===== src/rtl/timer_dev.sv =====
// Programmable countdown timer on the CPU data bus: CTRL/PRESET/COUNT registers, 4-state FSM, level irq.
// Optional TIMER_PRESCALE_EN: addr 3 becomes an 8-bit PRESCALE register that slows the count.
module timer_dev #(
    parameter int               CNT_W      = 32,
    parameter logic [CNT_W-1:0] PRESET_RST = '0
) (
    input  logic        clk,
    input  logic        reset,
    input  logic        sel,
    input  logic        we,
    input  logic [1:0]  addr,
    input  logic [31:0] wdata,
    output logic [31:0] rdata,
    output logic        irq
);
    typedef enum logic [1:0] {S_IDLE, S_LOAD, S_CNT, S_INT} state_t;

    state_t           state_q;
    logic [3:0]       ctrl_q;
    logic [CNT_W-1:0] preset_q;
    logic [CNT_W-1:0] count_q;
    logic             intflag_q;
    logic             intflag_d;
`ifdef TIMER_PRESCALE_EN
    logic [7:0]       psc_q;
    logic [7:0]       div_q;
`endif

    logic wr_ctrl, wr_pre, wr_psc;
    logic en, auto_rl, tick, flag_set;

    assign wr_ctrl = sel & we & (addr == 2'd0);
    assign wr_pre  = sel & we & (addr == 2'd1);
    assign wr_psc  = sel & we & (addr == 2'd3);
    assign en      = ctrl_q[0];
    assign auto_rl = (ctrl_q[2:1] == 2'b01);

`ifdef TIMER_PRESCALE_EN
    assign tick = (div_q == psc_q);
`else
    assign tick = 1'b1;
`endif

    // Terminal count sets the flag; that wins over a same-edge register write clearing it.
    assign flag_set = (state_q == S_CNT) && en && tick && (count_q <= CNT_W'(1));

    always_comb begin
        intflag_d = intflag_q;
        if (wr_ctrl || wr_pre || (state_q == S_INT && auto_rl))
            intflag_d = 1'b0;
        if (flag_set)
            intflag_d = 1'b1;
    end

    always_ff @(posedge clk or negedge reset) begin
        if (!reset) begin
            state_q   <= S_IDLE;
            ctrl_q    <= '0;
            preset_q  <= PRESET_RST;
            count_q   <= '0;
            intflag_q <= 1'b0;
`ifdef TIMER_PRESCALE_EN
            psc_q     <= '0;
            div_q     <= '0;
`endif
        end else begin
            intflag_q <= intflag_d;
            case (state_q)
                S_IDLE: if (en) state_q <= S_LOAD;
                S_LOAD: begin
                    if (!en) begin
                        state_q <= S_IDLE;
                    end else begin
                        count_q <= preset_q;
                        state_q <= S_CNT;
`ifdef TIMER_PRESCALE_EN
                        div_q   <= '0;
`endif
                    end
                end
                S_CNT: begin
                    if (!en) begin
                        state_q <= S_IDLE;
                    end else begin
`ifdef TIMER_PRESCALE_EN
                        div_q <= tick ? 8'd0 : div_q + 8'd1;
`endif
                        if (tick) begin
                            if (count_q <= CNT_W'(1)) begin
                                count_q <= '0;
                                state_q <= S_INT;
                            end else begin
                                count_q <= count_q - CNT_W'(1);
                            end
                        end
                    end
                end
                S_INT: begin
                    if (!auto_rl) begin
                        ctrl_q[0] <= 1'b0;
                        state_q   <= S_IDLE;
                    end else begin
                        state_q <= en ? S_LOAD : S_IDLE;
                    end
                end
                default: state_q <= S_IDLE;
            endcase
            // Placed after the FSM so a CPU CTRL write overrides the one-shot EN clear.
            if (wr_ctrl) ctrl_q   <= wdata[3:0];
            if (wr_pre)  preset_q <= wdata[CNT_W-1:0];
`ifdef TIMER_PRESCALE_EN
            if (wr_psc)  psc_q    <= wdata[7:0];
`endif
        end
    end

    always_comb begin
        rdata = '0;
        case (addr)
            2'd0: rdata = {28'd0, ctrl_q};
            2'd1: rdata = 32'(preset_q);
            2'd2: rdata = 32'(count_q);
`ifdef TIMER_PRESCALE_EN
            2'd3: rdata = {24'd0, psc_q};
`else
            2'd3: rdata = {31'd0, wr_psc & 1'b0};
`endif
            default: rdata = '0;
        endcase
    end

    assign irq = intflag_q & ctrl_q[3];
endmodule


===== config.mk =====
export PLATFORM = sky130hd
export DESIGN_NAME = timer_dev
export DESIGN_NICKNAME = d
export VERILOG_FILES = /design/src/rtl/timer_dev.sv
export SDC_FILE = /design/constraint.sdc
export NUM_CORES = 1
export LEC_CHECK = 0
export ABC_AREA = 1
export CAP_MARGIN = 20
export CORE_ASPECT_RATIO = 0.5
export CORE_UTILIZATION = 49
export DETAILED_ROUTE_END_ITERATION = 7
export PLACE_DENSITY = 0.77
export SLEW_MARGIN = 20
export SYNTH_ARGS = -nofsm -noshare
export SYNTH_HDL_FRONTEND = slang
export SYNTH_SLANG_ARGS = --single-unit

===== constraint.sdc =====
create_clock -name clk -period 1.38 [get_ports clk]
set_input_delay 0.276 -clock clk [delete_from_list [all_inputs] [get_ports clk]]
set_output_delay 0.276 -clock clk [all_outputs]
set_load 0.05 [all_outputs]

==> metrics.md, run 1 <==
| Metric | Value |
|---|---|
| Worst Endpoint after GRT Repair | count_q[28]$_DFFE_PN0P_/D |
| Leading area contributor after synthesis | dfrtp_1 |
| Sink Count | 71 |
| Largest family of logic cells by synthesized area | simple AND/OR/NAND/NOR gates |
| Worst endpoint type | register input |
| Ranking of synthesized cells by area | dfrtp_1, nand2_1, mux2_2 |
| H-Tree Depth | 3 |
| Die H | 68.3 um |
| Row Count | 23 |
| Netlist cell types | 24 |
| Outcome | did not finish |
| Pre-CTS WS | -0.664 ns |
| Simple-gate share of the synthesized area | 0.258 |
| Async set-reset flop share out of synthesis | 1.00 |
| Post-synthesis register bit count | 71 |
| First Err | [ERROR DPL-0038] Utilization greater than 100%, impossible to legalize |
| Dpl cell area | 6180 um2 |
| Avg Cell Area, Syn | 7.44 um2 |
| Number of enable flip-flop cells after synthesis | 0 |
| DP HPWL | 10.2 mm |
| Clock buffer depth | 2 |
| Mapped Nets | 618 |
| Syn. warnings | 0 |
| DIE WIDTH | 135 um |
| Syn Inst Count | 578 |
| Most frequent cell after synthesis | nand2_1 |
| I/O Pins | 71 |
| Final GP Congestion | 0.921 |
| Multiplexer share of the synthesized area | 0.0733 |
| Post-Synth Adder-Cell Area | 0.00582 |
| Synth cell count leaders | nand2_1, nor2_1, dfrtp_1 |
| Starting Density | 0.521 |
| PortBufs | 70 |
| Synth top area share | 0.413 |
| Cell area after synthesis | 4300 um2 |
| CTS Root Cell | clkbuf_16 |
| Top_reg_cell synth | dfrtp_1 |
| Stopped at | global routing |
| Cts bufs inserted | 9 |
| Post-synthesis compound-gate area fraction | 0.146 |
| Sequential share of the synthesized area | 0.413 |
| Xor/xnor share of the synthesized area | 0.0224 |
| Largest net degree at the start of global routing | 72 |
-- cell families after synthesis --
| family | Yosys count |
|---|---|
| buffers and inverters | 85 |
| XOR/XNOR | 11 |
| flip-flops | 71 |
| multiplexers | 28 |
| adder cells (fa/ha/maj) | 2 |
| AO/OA/AOI/OAI | 115 |
| AND/OR/NAND/NOR | 266 |
-- through the flow --
step | cells | hold slack (ns)
after floorplan | 578 | -0.0196
after global placement | 827 | 0.335
after detailed placement | 827 | 0.336
after CTS | 882 | 0.511
-- timing repair --
action                     in CTS
hold endpoints to repair       71
pin swaps                      28
setup endpoints to repair      95
hold buffers                    1
cloned                         10
setup buffers                  28
resized for setup             180
==> inputs of run 2 (changes only) <==
Settings changed: CORE_ASPECT_RATIO 0.5 to not set, CORE_UTILIZATION 49 to 40, PLACE_DENSITY 0.77 to not set, PLACE_DENSITY_LB_ADDON set to 0.15.
Clock period 1.38 ns to 1.8 ns, I/O delays scaled along.
==> metrics.md, run 2 <==
| Metric | Value |
|---|---|
| Async set-reset flop share out of synthesis | 1.00 (unchanged) |
| Layout area overhead | 49.3% |
| Crit end category | flip-flop |
| Wire per inst | 16.0 um |
| Setup ws final | -0.0111 ns |
| Syn. warnings | 0 (unchanged) |
| Commonest non-fill, non-tap cell in the layout | nand2_1 |
| R2R Setup Slk | -0.01 ns |
| Final hold violation count | 0 |
| Cell area after synthesis | 4300 um2 (unchanged) |
| Max-Cap Viols | 0 |
| Crit path capture | state_q[0] |
| Nets | 725 |
| Die ar. | 11200 um2 |
| RR Startpoint | count_q[1] |
| H-Tree Depth | 3 (unchanged) |
| Starting Density | 0.415 (was 0.521) |
| Clock buffer depth | 2 (unchanged) |
| Reg2reg end | state_q[0] |
| Clock power share | 0.160 |
| Synth top area share | 0.413 (unchanged) |
| Final GP Congestion | 0.905 (was 0.921) |
| Final-report setup violation count | 2 |
| CTS Root Cell | clkbuf_8 (was clkbuf_16) |
| Overall global routing resource usage | 0.236 |
| I/O Pins | 71 (unchanged) |
| Area of the core | 10400 um2 |
| RSZ-0062 raised after global routing | true |
| PortBufs | 70 (unchanged) |
| Leading area contributor after synthesis | dfrtp_1 (unchanged) |
| Max Fclk | 552 MHz |
| Row Count | 37 (was 23) |
| PwrDens | 1370 nW/um2 |
| CP max FO | 7 |
| Diodes inserted | 0 |
| Syn Inst Count | 578 (unchanged) |
| Sequential share of the synthesized area | 0.413 (unchanged) |
| Period utilization | 1.01 |
| Initial DRT Pass Iterations | 5 |
| Top_reg_cell synth | dfrtp_1 (unchanged) |
| Int Pwr | 4.93 mW |
| Number of vias per cell | 5.15 |
| CTS tree | done |
| Sink Count | 71 (unchanged) |
| Required @ worst endpoint | 2.07 ns |
| Crit Path Category | flip-flop to flip-flop |
| Synth cell count leaders | nand2_1, nor2_1, dfrtp_1 (unchanged) |
| Combinational Power Share | 0.521 |
| Cts bufs inserted | 9 (unchanged) |
| Worst hold path class | primary input to async pin |
| Sequential share of power | 0.319 |
| 1st-iter DRT viols | 213 |
| Final Max Slew Viols | 0 |
| DRC | 0 |
| Switching share of power | 0.440 |
| Max-Slew Margin vs Limit | 0.483 |
| Clock Skews | 0.00924 ns |
| Vias in the first global route | 4109 |
| Number of enable flip-flop cells after synthesis | 0 (unchanged) |
| Via count | 4248 |
| Minimum clock period | 1.81 ns |
| Largest net degree at the start of global routing | 72 |
| Die H | 106 um (was 68.3 um) |
| Leakage | 2.84 nW |
| First-pass GRT wire length | 20.5 mm |
| GRT overflow | 0 |
| Outcome | finished, violations left (was did not finish) |
| Worst Setup SP | count_q[1] |
| Failing checks | negative setup slack |
| Peak supply drop | 0.000677 V |
| ANT nets after route | 0 |
| Worst Setup Start Kind | flip-flop |
| Worst-skew pair later-pin latency | 0.35 ns |
| Layout cells sized above 1 | 0.299 |
| DIE WIDTH | 106 um (was 135 um) |
| DRT Wirelength | 13.2 mm |
| Slew @ Worst Pin | 0.775 ns |
| Avg Cell Area, Syn | 7.44 um2 (unchanged) |
| Most frequent cell after synthesis | nand2_1 (unchanged) |
| Netlist cell types | 24 (unchanged) |
| Critical path arrival | 2.08 ns |
| Mapped Nets | 618 (unchanged) |
| Most frequent cells in the layout | nand2_1, nor2_1, dfrtp_1, inv_1, a21oi_1 |
| Ranking of synthesized cells by area | dfrtp_1, nand2_1, mux2_2 (unchanged) |
| Cts hold-fix bufs | 0 (was 1) |
| Post-synthesis register bit count | 71 (unchanged) |
| Clk pin slew, worst setup/hold paths | 0.08 ns |
| Largest regs | count_q x32, preset_q x32, ctrl_q x4 |
| Sw power | 3.87 mW |
| R2R depth | 12 |
| DP HPWL | 8.95 mm (was 10.2 mm) |
| Initial antenna violation count | 0 |
| WHS | 0.000358 ns |
| Setup_tns | -0.0202 ns |
run 2: cell counts after synthesis:
Identical to the previous run, type by type.
run 2: kinds of logic (layout without fill, tap and decap cells):
logic type | count (synthesis) | count (layout) | synth area share
flops | 71 | 71 | 0.413
mux | 28 | 28 | 0.0733
buf+inv | 85 | 196 | 0.0820
compound gates | 115 | 115 | 0.146
fa+ha+maj | 2 | 2 | 0.00581
simple gates | 266 | 266 | 0.258
xor+xnor | 11 | 11 | 0.0224
run 2: repair_timing:
action | CTS | global route
resized for setup | 14 | 52
buffers inserted | 7 | 11
pin swaps | 2 | 13
setup endpoints to repair | 33 | 56
cloned | 2 | 2
run 2: power groups by stage:
stage | Clock, mW | Combinational (mW) | Sequential [mW]
2_1_floorplan | 0 | 2.64 | 2.61
3_3_place_gp | 0 | 4.00 | 2.77
3_5_place_dp | 0 | 4.05 | 2.79
4_1_cts | 1.43 | 4.15 | 2.76
5_1_grt | 1.48 | 4.97 | 2.89
6_report | 1.41 | 4.59 | 2.81
run 2: routing by layer:
metal	vias up	routed length, um	global-route usage
li1	2089	-	-
met1	2023	5950	0.305
met2	120	6370	0.401
met3	16	637	0.0353
met4	0	226	0.0794
met5	-	0	0
run 2: how the worst min path moves through the flow:
stage                     startpoint      endpoint  depth (start not counted)
after floorplan                reset    count_q[0]                          0
after global placement         reset  preset_q[30]                          2
after detailed placement       reset  preset_q[30]                          2
after CTS                      reset  preset_q[29]                          2
after global routing           reset     ctrl_q[1]                          2
final                          reset  preset_q[29]                          2
run 2: final cells by class:
class,instances,area (um2)
multi-input combinational,422,2420
fill,907,3940
sequential,71,1780
tap,136,170
inverter,63,239
clock inverter,6,86.3
clock buffer,9,124
timing repair buffer,118,1610
run 2: through the flow:
stage               cell area, um2   util  power, mW  cells  setup WS, ns
floorplan                     4420      -       5.25    578        -0.125
global placement              5760  0.555       6.77    788        -0.367
detailed placement            5760  0.555       6.84    788        -0.343
CTS                           6150  0.593       8.34    812       0.00713
global route                  6430  0.620       9.35    825       -0.0823
finish                        6430  0.620       8.81    825       -0.0111
run 2: critical path: stages (launching register included):
cell,delay (ns)
dfrtp_1,0.39
inv_2,0.08
buf_6,0.11
ha_4,0.13
o21ai_2,0.06
nor2_1,0.11
nand2_1,0.09
nor2_4,0.15
nor2_4,0.08
buf_12,0.13
buf_8,0.13
buf_6,0.11
a211oi_2,0.17
No activity file was read; power rests on OpenSTA's default activity.
==> inputs of run 3 (changes only) <==
Clock period 1.8 ns to 2.2 ns, I/O delays scaled along.
==> metrics.md, run 3 (synthesized netlist as in run 2, its figures left out) <==
| Metric | Value |
|---|---|
| Period utilization | 0.924 |
| Final Max Slew Viols | 0 (unchanged) |
| Clock buffer depth | 2 (unchanged) |
| Nets | 694 (was 725) |
| Largest net degree at the start of global routing | 72 (unchanged) |
| Crit path max-delay family | buffers and inverters (unchanged) |
| CP max-delay cell | clkdlybuf4s50_1 (was dfrtp_1) |
| Vias in the first global route | 3907 (was 4109) |
| Max-Slew Margin vs Limit | 0.606 (was 0.483) |
| Minimum clock period | 2.03 ns |
| I/O Pins | 71 (unchanged) |
| Final-report setup violation count | 0 (was 2) |
| Final hold violation count | 0 (unchanged) |
| FF/Latch Area | 1780 um2 (about the same) |
| Sink Count | 71 (unchanged) |
| CTS tree | done (unchanged) |
| Largest regs | count_q x32, preset_q x32, ctrl_q x4 (unchanged) |
| Leakage | 2.60 nW (was 2.84 nW) |
| CP Cell Sequence | nand2_1, inv_1, clkdlybuf4s50_1 (was inv_2, buf_6, ha_4, o21ai_2, nor2_1, nand2_1, nor2_4, nor2_4, buf_12, buf_8, buf_6, a211oi_2) |
| CP max FO | 3 (was 7) |
| Layout area overhead | 34.9% (was 49.3%) |
| Overall global routing resource usage | 0.228 (was 0.236) |
| Via count | 4058 (was 4248) |
| Cts bufs inserted | 9 (unchanged) |
| R2R depth | 10 (was 12) |
| Multi-input logic area | 2190 um2 (was 2420 um2) |
| FILL cells | 998 (was 907) |
| DP HPWL | 8.73 mm (was 8.95 mm) |
| PortBufs | 70 (unchanged) |
| RSZ-0062 raised after global routing | false (was true) |
| Die ar. | 11200 um2 (unchanged) |
| Placed insts | 775 (was 788) |
| Worst Setup Start Kind | flip-flop (unchanged) |
| ANT nets after route | 0 (unchanged) |
| PwrDens | 1100 nW/um2 (was 1370 nW/um2) |
| WHS | 0.119 ns (was 0.000358 ns) |
| DRT Wirelength | 12.4 mm (was 13.2 mm) |
| Initial antenna violation count | 0 (unchanged) |
| Max Fclk | 492 MHz |
| Initial DRT Pass Iterations | 5 (unchanged) |
| 1st-iter DRT viols | 255 (was 213) |
| DRC | 0 (unchanged) |
| Max-Cap Viols | 0 (unchanged) |
| Crit end category | primary output (was flip-flop) |
| Die H | 106 um (unchanged) |
| Clk pin slew, worst setup/hold paths | 0.08 ns (about the same) |
| GRT overflow | 0 (unchanged) |
| Final std cells w/o fill | 793 (was 825) |
| Final GP Congestion | 0.864 (was 0.905) |
| Worst-skew pair later-pin latency | 0.35 ns (about the same) |
| Slew @ Worst Pin | 0.591 ns (was 0.775 ns) |
| Row Count | 37 (unchanged) |
| Critical path's largest stage delay | 0.79 ns (was 0.39 ns) |
| H-Tree Depth | 3 (unchanged) |
| Peak supply drop | 0.000580 V (was 0.000677 V) |
| Most frequent cells in the layout | nand2_1, nor2_1, dfrtp_1, inv_1, a21oi_1 (unchanged) |
| CTS Root Cell | clkbuf_8 (unchanged) |
| Outcome | finished clean (was finished, violations left) |
| Commonest non-fill, non-tap cell in the layout | nand2_1 (unchanged) |
| Starting Density | 0.415 (unchanged) |
| Layout Utilization | 0.560 (was 0.620) |
| Worst hold path class | primary input to async pin (unchanged) |
| Clock Skews | 0.00999 ns (was 0.00924 ns) |
| Number of vias per cell | 5.12 (was 5.15) |
| First-pass GRT wire length | 19.9 mm (was 20.5 mm) |
| DIE WIDTH | 106 um (unchanged) |
| Diodes inserted | 0 (unchanged) |
| Crit path depth | 3 (was 12) |
| Layout cells sized above 1 | 0.167 (was 0.299) |
| Critical path arrival | 1.59 ns (was 2.08 ns) |
| Worst path buffer plus inverter count | 2 (was 5) |
| Area of the core | 10400 um2 (unchanged) |
| Required @ worst endpoint | 1.76 ns (was 2.07 ns) |
| Crit Path Category | flip-flop to primary output (was flip-flop to flip-flop) |
| Wire per inst | 15.6 um (was 16.0 um) |
run 3: cell types whose count changed in the layout (fill, tap and decap cells not counted), moves of 5 or more:
cell     previous run  this run
o21ai_2            27         1
o21ai_1             4        29
buf_4              27         7
nor2_1             69        78
nor2_2             15         6
buf_6               6         0
a21oi_1            46        51
a21oi_2             5         0
nand2_1           135       140
nand2_2             9         4
run 3: power by group:
part,internal (mW),switching [mW]
logic,1.29,1.87
registers,1.77,0.525
clock network,0.458,0.471
total,3.52,2.86
run 3: layer usage:
metal / routed length, um / track usage / share of wire
met2: 5890 / 0.373 / 0.48
met4: 156 / 0.0675 / 0.013
met3: 494 / 0.0266 / 0.040
met1: 5830 / 0.316 / 0.47
met5: 0 / 0 / 0
run 3: timing repair:
item	CTS	global route
buffers inserted	0	3
cloned	0	1
hold buffers	0	0
gates resized for setup	16	15
pin swaps	0	2
endpoints found under the setup margin	18	32
run 3: per-stage QoR:
step | power (mW) | setup slack, ns | setup TNS (ns) | area (um2)
3_5_place_dp | 5.42 | -0.0313 | -0.227 | 5560
2_1_floorplan | 4.19 | -0.159 | -3.17 | 4300
6_report | 6.38 | 0.166 | 0 | 5810
4_1_cts | 6.39 | -0.0287 | -0.0820 | 5720
3_3_place_gp | 5.35 | -0.0213 | -0.0692 | 5560
5_1_grt | 6.84 | 0.0975 | 0 | 5810
run 3: path summary, 6_finish.rpt:
| path | start | end | slack [ns] |
|---|---|---|---|
| worst min register to register | ctrl_q[3] | ctrl_q[3] | 0.52 |
| max in group asynchronous | reset | count_q[20] | 1.78 |
| min in group clk | ctrl_q[3] | ctrl_q[3] | 0.52 |
| worst max-delay path | ctrl_q[3] | irq | 0.17 |
| worst max register to register | count_q[0] | count_q[22] | 0.27 |
| worst min-delay path | reset | preset_q[1] | 0.12 |
run 3: layout make-up:
class | count | area share
Clock buffer | 13 | 0.0274
Clock inverter | 1 | 0.000862
Inverter | 63 | 0.0407
Multi-Input combinational cell | 422 | 0.377
Tap cell | 136 | 0.0293
Sequential cell | 71 | 0.306
Timing Repair Buffer | 87 | 0.219
run 3: worst register-to-register path: stages, from the launching register on:
cell and delay, ns:
dfrtp_1 0.38, inv_1 0.15, ha_1 0.25, nand2_1 0.22, nor2_1 0.25, nand2_1 0.19
nor2_1 0.13, nand2_1 0.06, nand2_1 0.06, nand2_1 0.05, a21oi_1 0.12
